### src/rtl/led_pkg.sv
// Shared definitions for the LED display blocks: column geometry, commit FSM
// encoding and the default frame counter width.
package led_pkg;

  localparam int NUM_COLS  = 4;
  localparam int COL_W     = 8;
  localparam int COL_IDX_W = 2;
  localparam int FCW_DEF   = 8;

  typedef enum logic {
    IDLE    = 1'b0,
    PENDING = 1'b1
  } commit_state_t;

  // Index width for an N-entry selector; never narrower than one bit.
  function automatic int idx_width(input int n);
    return (n > 1) ? $clog2(n) : 1;
  endfunction

endpackage

### src/rtl/rr_arbiter.sv
// Combinational round-robin arbiter: the first valid requester at or after ptr
// (wrapping modulo N) receives a one-hot grant and its index.
module rr_arbiter #(
  parameter  int N  = 2,
  localparam int PW = (N > 1) ? $clog2(N) : 1
) (
  input  logic [N-1:0]  valid,
  input  logic [PW-1:0] ptr,
  output logic [N-1:0]  grant,
  output logic [PW-1:0] gidx
);

  logic          found;
  logic [PW:0]   sum;
  logic [PW-1:0] idx;

  always_comb begin
    grant = '0;
    gidx  = '0;
    found = 1'b0;
    sum   = '0;
    idx   = '0;
    for (int off = 0; off < N; off++) begin
      // One spare bit so ptr+off can exceed N-1 before the wrap.
      sum = {1'b0, ptr} + (PW+1)'(off);
      if (sum >= (PW+1)'(N)) sum = sum - (PW+1)'(N);
      idx = sum[PW-1:0];
      if (!found && valid[idx]) begin
        found      = 1'b1;
        grant[idx] = 1'b1;
        gidx       = idx;
      end
    end
  end

endmodule

### src/rtl/led_frame_scheduler.sv
// Shares the 4x8 LED video memory between NREQ writers and swaps the back
// buffer into the displayed front buffer only on a frame boundary.
module led_frame_scheduler
  import led_pkg::*;
#(
  parameter int NREQ = 2,
  parameter int FCW  = FCW_DEF
) (
  input  logic                      clk12MHz,
  input  logic                      rst,
  input  logic [NREQ-1:0]           req_valid,
  input  logic [COL_IDX_W*NREQ-1:0] req_col,
  input  logic [COL_W*NREQ-1:0]     req_data,
  output logic [NREQ-1:0]           req_ready,
  input  logic                      commit,
  input  logic                      frame_sync,
  output logic                      commit_pending,
  output logic [FCW-1:0]            frame_count,
  output logic [COL_W-1:0]          leds1,
  output logic [COL_W-1:0]          leds2,
  output logic [COL_W-1:0]          leds3,
  output logic [COL_W-1:0]          leds4
);

  localparam int PW = idx_width(NREQ);

  logic [PW-1:0]        rr_ptr;
  logic [NREQ-1:0]      grant;
  logic [PW-1:0]        gidx;
  logic                 wr_en;
  logic [COL_IDX_W-1:0] wr_col;
  logic [COL_W-1:0]     wr_data;
  commit_state_t        state;

  logic [COL_W-1:0] back  [NUM_COLS];
  logic [COL_W-1:0] front [NUM_COLS];

  rr_arbiter #(.N(NREQ)) u_arb (
    .valid (req_valid),
    .ptr   (rr_ptr),
    .grant (grant),
    .gidx  (gidx)
  );

  // Grant is combinational; held low while reset is asserted.
  assign req_ready = rst ? '0 : grant;
  assign wr_en     = |req_ready;

  always_comb begin
    wr_col  = '0;
    wr_data = '0;
    for (int i = 0; i < NREQ; i++) begin
      if (grant[i]) begin
        wr_col  = req_col[i*COL_IDX_W +: COL_IDX_W];
        wr_data = req_data[i*COL_W +: COL_W];
      end
    end
  end

  always_ff @(posedge clk12MHz or posedge rst) begin
    if (rst) begin
      rr_ptr <= '0;
    end else if (wr_en) begin
      rr_ptr <= (gidx == PW'(NREQ-1)) ? '0 : gidx + 1'b1;
    end
  end

  always_ff @(posedge clk12MHz or posedge rst) begin
    if (rst) begin
      for (int k = 0; k < NUM_COLS; k++) back[k] <= '0;
    end else if (wr_en) begin
      back[wr_col] <= wr_data;
    end
  end

  // Commit FSM: a swap copies the pre-edge back buffer, so a write landing on
  // the same edge stays in back only until the next commit.
  always_ff @(posedge clk12MHz or posedge rst) begin
    if (rst) begin
      state          <= IDLE;
      commit_pending <= 1'b0;
      frame_count    <= '0;
      for (int k = 0; k < NUM_COLS; k++) front[k] <= '0;
    end else begin
      case (state)
        IDLE: begin
          if (commit) begin
            state          <= PENDING;
            commit_pending <= 1'b1;
          end
        end
        PENDING: begin
          if (frame_sync) begin
            state          <= IDLE;
            commit_pending <= 1'b0;
            frame_count    <= frame_count + 1'b1;
            for (int k = 0; k < NUM_COLS; k++) front[k] <= back[k];
          end
        end
        default: begin
          state          <= IDLE;
          commit_pending <= 1'b0;
        end
      endcase
    end
  end

  assign leds1 = front[0];
  assign leds2 = front[1];
  assign leds3 = front[2];
  assign leds4 = front[3];

endmodule

### config.mk
export PLATFORM = sky130hd
export DESIGN_NAME = led_frame_scheduler
export DESIGN_NICKNAME = d
export VERILOG_FILES = /design/src/rtl/led_pkg.sv /design/src/rtl/rr_arbiter.sv /design/src/rtl/led_frame_scheduler.sv
export SDC_FILE = /design/constraint.sdc
export NUM_CORES = 1
export LEC_CHECK = 0
export ABC_CLOCK_PERIOD_IN_PS = 9260
export CAP_MARGIN = 20
export CORE_ASPECT_RATIO = 0.8
export CORE_UTILIZATION = 55
export CTS_BUF_LIST = sky130_fd_sc_hd__clkbuf_8
export CTS_CLUSTER_SIZE = 30
export DETAILED_ROUTE_END_ITERATION = 8
export HOLD_SLACK_MARGIN = 0.1
export PLACE_DENSITY = 0.95
export SETUP_SLACK_MARGIN = 0.02
export SLEW_MARGIN = 25
export SYNTH_ARGS = -nofsm -noshare
export SYNTH_HDL_FRONTEND = slang
export SYNTH_SLANG_ARGS = --single-unit
### constraint.sdc
create_clock -name clk12MHz -period 9.26 [get_ports clk12MHz]
set_clock_uncertainty 0.1 [all_clocks]
set_input_delay 1.852 -clock clk12MHz [delete_from_list [all_inputs] [get_ports clk12MHz]]
set_output_delay 1.852 -clock clk12MHz [all_outputs]
set_load 0.005 [all_outputs]
==> results of run 1 <==
layout make-up:
cell class              instances  area, um^2  area share (%)
multi-input cells             113        1100            27.7
repair buffers                 70         699            17.7
flip-flops and latches         75        1880            47.4
clock inverters                 6        65.1            1.64
clock buffers                  10         138            3.48
well taps                      62        77.6            1.96
inverters                       2        7.51           0.190
routing by layer:
layer	vias up	wire, um	global-route usage (%)
li1	849	-	-
met1	974	2840	31.3
met2	55	3160	41.1
met3	14	325	8.69
met4	0	125	11.7
met5	-	0	0
cells in the mapped netlist:
cell | instances | area share [%]
buf_2 | 2 | 0.33
nand2b_4 | 1 | 0.46
and2_1 | 3 | 0.62
nor3_4 | 1 | 0.54
nor3b_4 | 1 | 0.62
nand2_1 | 5 | 0.62
mux2_2 | 64 | 24
a21boi_2 | 1 | 0.37
clkbuf_1 | 2 | 0.25
and3_1 | 2 | 0.42
nor2_1 | 7 | 0.87
xnor2_1 | 5 | 1.5
a21oi_2 | 1 | 0.29
inv_1 | 2 | 0.25
a32oi_1 | 1 | 0.29
nand3_1 | 1 | 0.17
xor2_1 | 2 | 0.58
a31oi_1 | 1 | 0.21
a21bo_2 | 1 | 0.33
a21oi_1 | 2 | 0.33
mux2_1 | 1 | 0.37
nand4_1 | 3 | 0.62
dfrtp_1 | 75 | 62
buf_1 | 3 | 0.37
ha_1 | 1 | 0.42
a22o_1 | 8 | 2.3
a32oi_2 | 1 | 0.54
worst paths after layout:
kind / startpoint / endpoint
setup reg to reg: flip-flop / back[10]
max in group asynchronous: rst / leds3[1]
min in group asynchronous: rst / back[0]
hold / removal: frame_count[7] / frame_count[7]
setup / recovery: rst / req_ready[1]
hold reg to reg: frame_count[7] / frame_count[7]
worst max-delay path, delay by kind of cell:
family | cells | cell delay [ns]
AND/OR/NAND/NOR | 1 | 0.25
buffers and inverters | 4 | 1.72
flip-flops by register name (all words and copies together) (netlist names), named ones only:
register,cells
back,32
leds4,8
state,1
frame_count,8
leds3,8
leds1,8
commit_pending,1
leds2,8
power by group:
group / leakage, nW / internal, W / total [W] / switching (W)
registers: 0.943 / 0.000461 / 0.000545 / 0.0000840
logic: 0.718 / 0.000256 / 0.000369 / 0.000114
clock network: 0.0905 / 0.000131 / 0.000252 / 0.000121
total: 1.75 / 0.000847 / 0.00117 / 0.000318
stage by stage:
| stage | setup WS [ns] | hold WS [ns] |
|---|---|---|
| after floorplan | 3.49 | 0.354 |
| after global placement | 3.28 | 0.355 |
| after detailed placement | 3.26 | 0.363 |
| after CTS | 3.23 | 0.374 |
| after global routing | 3.32 | 0.392 |
| final | 3.48 | 0.368 |
logic make-up (layout without fill, tap and decap cells):
logic type | count (synthesis) | in the layout | synth area share (%)
mux | 65 | 65 | 24.3
simple gates | 24 | 24 | 4.95
compound gates | 16 | 16 | 4.70
xor+xnor | 7 | 7 | 2.04
buf+inv | 9 | 88 | 1.21
fa+ha+maj | 1 | 1 | 0.416
flops | 75 | 75 | 62.4
==> results.json, run 1 <==
{
  "gpl.final_weighted_congestion": 0.744,
  "die_area_um2": 5770,
  "cts.clk_slew.worst_paths_ns": 0.08,
  "layout_common_cells": "75 x dfrtp_1, 68 x clkdlybuf4s50_1, 64 x mux2_2, 10 x clkbuf_8, 8 x a22o_1",
  "power_leakage_nw": 1.75,
  "synthesis.instances": 197,
  "postCtsSetupRepairBufs": 0,
  "critPathMaxStageDelay_ns": 0.58,
  "critPathCaptureType": "output port",
  "antenna_violating_nets_post_route": 0,
  "tns_ns": 0,
  "hold_path_class": "reg2reg",
  "dpl-instance-area_um2": 3750,
  "synth-seq-area-share_pct": 62.4,
  "grt_remaining_overflow": 0,
  "cts_buffers": 9,
  "layout.filler_cells": 305,
  "worst-slew-pin-transition_ns": 0.681,
  "cp-start-kind": "primary input",
  "die_x_um": 84.7,
  "detailedRoute.firstIterationViolations": 60,
  "final-max-slew-violation-count": 0,
  "dpl.cell_count": 322,
  "antenna-diode-count": 0,
  "vdd.ir_drop.worst_mv": 0.193,
  "grt_start_max_net_pins": 80,
  "ys_types": 27,
  "postSynthAreaPerCell_um2": 15.3,
  "rrSetupSlack_ns": 6.89,
  "cts.htree.levels": 3,
  "failing_checks": "DRC",
  "number_of_buffers_on_the_longest_clock_path": 2,
  "fmax_mhz": 173,
  "viasPerCell": 5.60,
  "drive_gt1_share_pct": 32.6,
  "max_cap_viol_count": 0,
  "outcome": "finished, violations left",
  "critical_path.cell_chain": "clkdlybuf4s50_1 -> inv_2 -> buf_6 -> and3_1 -> clkdlybuf4s50_1",
  "postCtsHoldBufs": 0,
  "ff2ff_path_depth": 4,
  "initial_cell_density_of_the_core_pct": 58.7,
  "critical-path-top-cell-by-count": "clkdlybuf4s50_1",
  "grt_pass1_wl_um": 10500,
  "worstPathRequired_ns": 7.31,
  "final.min_clock_period_ns": 5.78,
  "drt_wl_total_um": 6450,
  "synth_nets": 224,
  "finalHoldViolations": 0,
  "core_region_area_um2": 5120,
  "critPathArrivalTime_ns": 3.83,
  "cpMaxStageDelayCell": "clkdlybuf4s50_1",
  "global_route.usage.total_pct": 25.3,
  "nets": 298,
  "yosysWarnings": 0,
  "syn_area_um2": 3010,
  "first_pass_iters": 8,
  "layout_worst_path_cycle_share_pct": 62.4,
  "final_util_pct": 77.3,
  "floorplan.rows": 23,
  "number_of_gates_given_a_new_drive_strength_after_cts": 0,
  "ios": 69,
  "most_common_cell_after_layout_fill_and_taps_aside": "dfrtp_1",
  "number_of_synthesized_register_bits": 75,
  "buffer_ports.inserted": 68,
  "stdcell_count": 338,
  "worstSkewPairLatency_ns": 0.35,
  "hold-path-cell-count": 1,
  "grt_antenna_before_repair": 0,
  "relSlewSlack_pct": 54.6,
  "syn_to_final_growth_pct": 31.6,
  "via_count": 1892,
  "clock_tree_sinks": 75,
  "final-setup-viol-count": 0,
  "cts.root.buffer_cell": "clkbuf_8",
  "avgRoutedWirePerCell_um": 19.1,
  "layout.cell_area.non_filler_um2": 3960,
  "dp_hpwl_um": 4210,
  "crit_type": "in2out",
  "drc": 2,
  "power.density_nw_per_um2": 294,
  "tritoncts": "done",
  "die_h_um": 68.2,
  "vias_in_the_first_global_route": 2015,
  "worstPathMaxFanout": 79,
  "total_power_w": 0.00117,
  "grt_setup_unrepaired": "false"
}
No activity file was read; power rests on OpenSTA's default activity.
==> run 2: changes to the inputs <==
- ABC_CLOCK_PERIOD_IN_PS: 9260 -> 4700
- CORE_UTILIZATION: 55 -> 47
- PLACE_DENSITY: 0.95 -> 0.91
- clock period: 9.26 -> 4.7 ns (I/O delays scaled with it)
==> run 2 against run 1 <==
The flow now finishes without violations. Die area increased by 17%. Via count decreased by 1.3%. Cell area increased by 0.19%. Critical path depth decreased by 1. Total power increased by 91%. Non-clock buffer count increased by 1. Count of clock-buffer cells in the layout unchanged. Hold slack improved by 0.027 ns. Critical path type unchanged. Largest power group unchanged.
==> results.json, run 2 (synthesis results as in run 1) <==
{
  "outcome": "completed",
  "groute.layer.met1.usage_pct": 25.0,
  "vias_in_the_first_global_route": 1944,
  "largest_reg_flops": 32,
  "hold_path_class": "reg2reg",
  "number_of_gates_given_a_new_drive_strength_after_cts": 0,
  "cpMaxStageDelayCell": "clkdlybuf4s50_1",
  "nets": 299,
  "cp-start-kind": "primary input",
  "worstPathMaxFanout": 3,
  "drive_gt1_share_pct": 32.9,
  "final.min_clock_period_ns": 3.40,
  "crit_type": "in2out",
  "cts_buffers": 9,
  "final-max-slew-violation-count": 0,
  "drc": 0,
  "detailedRoute.firstIterationViolations": 83,
  "gpl.final_weighted_congestion": 0.720,
  "holdCritStartpoint": "back[15]",
  "relSlewSlack_pct": 55.6,
  "postCtsHoldBufs": 0,
  "initial_cell_density_of_the_core_pct": 49.8,
  "ios": 69,
  "worst-slew-pin-transition_ns": 0.666,
  "die_x_um": 91.5,
  "clock_tree_sinks": 75,
  "whs_ns": 0.395,
  "critPathCaptureType": "output port",
  "via_count": 1867,
  "number_of_buffers_on_the_longest_clock_path": 2,
  "worstPathRequired_ns": 3.66,
  "grt_setup_unrepaired": "false",
  "buffer_ports.inserted": 68,
  "dp_hpwl_um": 4090,
  "syn_to_final_growth_pct": 31.9,
  "grt_antenna_before_repair": 0,
  "finalHoldViolations": 0,
  "power.density_nw_per_um2": 561,
  "antenna-diode-count": 0,
  "critPathMaxStageDelay_ns": 0.54,
  "power_leakage_nw": 1.75,
  "fmax_mhz": 294,
  "cts.root.buffer_cell": "clkbuf_8",
  "layout_common_cells": "75 x dfrtp_1, 68 x clkdlybuf4s50_1, 64 x mux2_2, 10 x clkbuf_8, 8 x a22o_1",
  "top_usage_layer": "met2",
  "cts.htree.levels": 3,
  "grt_util_met3_pct": 7.76,
  "drt_wl_total_um": 6070,
  "registers.top_by_ff_count": "back",
  "layout_worst_path_cycle_share_pct": 72.3,
  "startpoint": "req_valid[0]",
  "viasPerCell": 5.22,
  "most_common_cell_after_layout_fill_and_taps_aside": "dfrtp_1",
  "critical_path.cell_chain": "clkdlybuf4s50_1 -> a21boi_2 -> and2_1 -> clkdlybuf4s50_1",
  "grt_start_max_net_pins": 77,
  "grt_util_met2_pct": 32.9,
  "die_area_um2": 6730,
  "tns_ns": 0,
  "grt_pass1_wl_um": 9820,
  "floorplan.rows": 25,
  "die_h_um": 73.6,
  "critical-path-top-cell-by-count": "clkdlybuf4s50_1",
  "first_pass_iters": 4,
  "postCtsSetupRepairBufs": 0,
  "core_region_area_um2": 6040,
  "vdd.ir_drop.worst_mv": 0.311,
  "grt_remaining_overflow": 0,
  "tritoncts": "done",
  "worstSkewPairLatency_ns": 0.35,
  "global_route.usage.total_pct": 20.1,
  "avgRoutedWirePerCell_um": 17.0,
  "antenna_violating_nets_post_route": 0,
  "critPathArrivalTime_ns": 2.36,
  "cts.clk_slew.worst_paths_ns": 0.07,
  "final-setup-viol-count": 0,
  "max_cap_viol_count": 0
}
-- run 2: cell count changes in the layout (fill, tap and decap cells not counted), sizes merged --
cell,delta
buf,+1
bufinv,-1
clkinv,+2
clkinvlp,-1
-- run 2: critical path: cells and delay by family --
family                 cells  cell delay (ns)
buffers and inverters      2             1.05
AO/OA/AOI/OAI              1             0.21
AND/OR/NAND/NOR            1             0.15
-- run 2: final timing paths --
check	cells past startpoint	endpoint	slack, ns
min in group asynchronous	3	asynchronous set/reset pin	1.24
hold reg to reg	1	back[15]	0.40
setup / recovery	4	req_ready[0]	1.30
max in group asynchronous	3	back[30]	2.80
hold / removal	1	back[15]	0.40
setup reg to reg	5	back[10]	2.56
-- run 2: cell type report --
cell class	count	area, um^2
fill	453	2070
sequential	75	1880
multi-input combinational	113	1100
timing repair buffer	71	707
clock buffer	10	138
tap	81	101
clock inverter	6	41.3
inverter	2	7.51
-- run 2: through the flow --
step	instance area [um^2]	worst slack [ns]	cells	utilization [%]	total power [W]
after floorplan	3010	0.755	197	-	0.00136
after global placement	3780	1.35	342	62.7	0.00176
after detailed placement	3780	1.33	342	62.7	0.00180
after CTS	3960	1.33	358	65.7	0.00225
after global routing	3970	1.23	358	65.7	0.00236
final	3970	1.30	358	65.7	0.00223
-- run 2: metal layers --
metal / vias to the layer above / wire length, um
met5: - / 0
met4: 0 / 46
met3: 6 / 325
met2: 52 / 3060
met1: 960 / 2640
li1: 849 / -
-- run 2: power breakdown --
part | switching (W) | total [W] | internal (W)
Sequential | 0.000160 | 0.00107 | 0.000907
Combinational | 0.000213 | 0.000716 | 0.000504
Clock | 0.000237 | 0.000442 | 0.000204
==> run 3: changes to the inputs <==
- ABC_CLOCK_PERIOD_IN_PS: 4700 -> 2950
- clock period: 4.7 -> 2.95 ns (I/O delays scaled with it)
==> run 3 against run 2 <==
Setup slack got worse by 1.1 ns. Sequential cell count did not move. Sequential share of layout area fell by 1.5 points. Register-to-register slack got worse by 1.7 ns. Cell count rose by 0.84%. Via count fell by 0.59%. Die area did not move. Core utilization rose by 2.2 points. Count of clock-buffer cells in the layout fell by 1. First-iteration DRC count fell by 24%. Global-route usage fell by 0.49 points. Clock power rose by 140%.
==> results.json, run 3 (synthesis results as in run 1) <==
{
  "outcome": "completed",
  "final-setup-viol-count": 0,
  "grt_setup_unrepaired": "false",
  "antenna-diode-count": 0,
  "hold_path_class": "reg2reg",
  "grt_start_max_net_pins": 78,
  "worstPathMaxFanout": 5,
  "cts.htree.levels": 3,
  "net-switching-power_w": 0.000988,
  "largest_reg_flops": 32,
  "drt_wl_total_um": 5890,
  "stdcell_count": 361,
  "tns_ns": 0,
  "fmax_mhz": 358,
  "clock_tree_sinks": 75,
  "core_region_area_um2": 6040,
  "worstSkewPairLatency_ns": 0.35,
  "hold-path-cell-count": 1,
  "rrSetupSlack_ns": 0.83,
  "finalHoldViolations": 0,
  "worst-slew-pin-transition_ns": 0.602,
  "ff2ff_path_depth": 5,
  "nets": 302,
  "cp-start-kind": "primary input",
  "layout_common_cells": "75 x dfrtp_1, 68 x clkdlybuf4s50_1, 64 x mux2_2, 9 x clkbuf_8, 8 x a22o_1",
  "syn_to_final_growth_pct": 36.3,
  "vias_in_the_first_global_route": 1905,
  "cts_buffers": 9,
  "regToRegEndpoint": "back[19]",
  "final.min_clock_period_ns": 2.79,
  "viasPerCell": 5.14,
  "grt_remaining_overflow": 0,
  "first_pass_iters": 4,
  "final_util_pct": 67.9,
  "number_of_buffers_on_the_longest_clock_path": 2,
  "postCtsSetupRepairBufs": 0,
  "cts.clk_slew.worst_paths_ns": 0.08,
  "die_area_um2": 6730,
  "vdd.ir_drop.worst_mv": 0.627,
  "power.share.switching_pct": 25.4,
  "global_route.usage.total_pct": 19.6,
  "relSlewSlack_pct": 59.9,
  "critical_path.cell_chain": "clkdlybuf4s50_1 -> a21boi_2 -> and2_1 -> clkdlybuf4s50_1",
  "cts.root.buffer_cell": "clkbuf_8",
  "pre_cts_ws_ns": 0.0562,
  "worst_setup_margin_ns": 0.160,
  "drive_gt1_share_pct": 33.6,
  "cpMaxStageDelayCell": "clkdlybuf4s50_1",
  "worstPathRequired_ns": 2.26,
  "cp.buffers_inverters": 2,
  "crit_family": "buffers and inverters",
  "detailedRoute.firstIterationViolations": 63,
  "worstHoldEndpoint": "frame_count[7]",
  "critPathMaxStageDelay_ns": 0.55,
  "postCtsHoldBufs": 0,
  "buffer_ports.inserted": 68,
  "layout.cell_area.non_filler_um2": 4100,
  "layout_worst_path_cycle_share_pct": 94.6,
  "share_clk_of_total_power_pct": 26.8,
  "drc": 0,
  "floorplan.rows": 25,
  "critPathArrivalTime_ns": 2.10,
  "avgRoutedWirePerCell_um": 16.3,
  "critical-path-top-cell-by-count": "clkdlybuf4s50_1",
  "power.density_nw_per_um2": 950,
  "most_common_cell_after_layout_fill_and_taps_aside": "dfrtp_1",
  "dpl-instance-area_um2": 3800,
  "final-max-slew-violation-count": 0,
  "cellInternalPower_w": 0.00291,
  "grt_antenna_before_repair": 0,
  "initial_cell_density_of_the_core_pct": 49.8,
  "die_x_um": 91.5,
  "power_leakage_nw": 1.82,
  "max_cap_viol_count": 0,
  "ios": 69,
  "dpl.cell_count": 344,
  "crit_type": "in2out",
  "critPathCaptureType": "output port",
  "via_count": 1856,
  "die_h_um": 73.6,
  "pwr-share-comb_pct": 29.4,
  "registers.top_by_ff_count": "back",
  "tritoncts": "done",
  "gpl.final_weighted_congestion": 0.789,
  "number_of_gates_given_a_new_drive_strength_after_cts": 0,
  "sequentialPowerShare_pct": 43.7,
  "holdCritStartpoint": "frame_count[7]",
  "dp_hpwl_um": 4050,
  "grt_pass1_wl_um": 9610,
  "antenna_violating_nets_post_route": 0
}
[run 3: worst max-delay path by stage]
stage / startpoint / endpoint / slack [ns] / cells past startpoint
after floorplan: rst / req_ready[1] / 0.12 / 2
after global routing: req_valid[0] / req_ready[0] / 0.12 / 4
after detailed placement: req_valid[0] / back[8] / 0.06 / 6
final: req_valid[0] / req_ready[0] / 0.16 / 4
after global placement: req_valid[0] / back[11] / 0.15 / 6
after CTS: req_valid[0] / req_ready[0] / 0.16 / 4
[run 3: power by group through the flow]
stage	clock [W]	combinational (W)	sequential, W
finish	0.00104	0.00115	0.00170
global route	0.00112	0.00124	0.00176
CTS	0.00106	0.00116	0.00171
detailed placement	0	0.00115	0.00172
global placement	0	0.00112	0.00171
floorplan	0	0.000488	0.00168
[run 3: area by class of cell]
type                            count  area, um^2
Sequential cell                    75        1880
Multi-Input combinational cell    113        1100
Clock inverter                      7         146
Clock buffer                        9         124
Fill cell                         420        1940
Inverter                            2        11.3
Timing Repair Buffer               74         746
Tap cell                           81         101
[run 3: metal layers]
layer,track usage (%),vias to the layer above,share of wire (%)
met5,0,-,0
met4,7.05,0,1.8
met3,7.76,11,5.9
met2,30.2,59,46
met1,25.3,924,46
li1,-,862,-
[run 3: metrics by stage]
| stage | hold slack (ns) | total power (W) |
|---|---|---|
| 6_report | 0.373 | 0.00390 |
| 5_1_grt | 0.421 | 0.00412 |
| 4_1_cts | 0.384 | 0.00393 |
| 3_5_place_dp | 0.370 | 0.00287 |
| 3_3_place_gp | 0.357 | 0.00282 |
| 2_1_floorplan | 0.354 | 0.00217 |
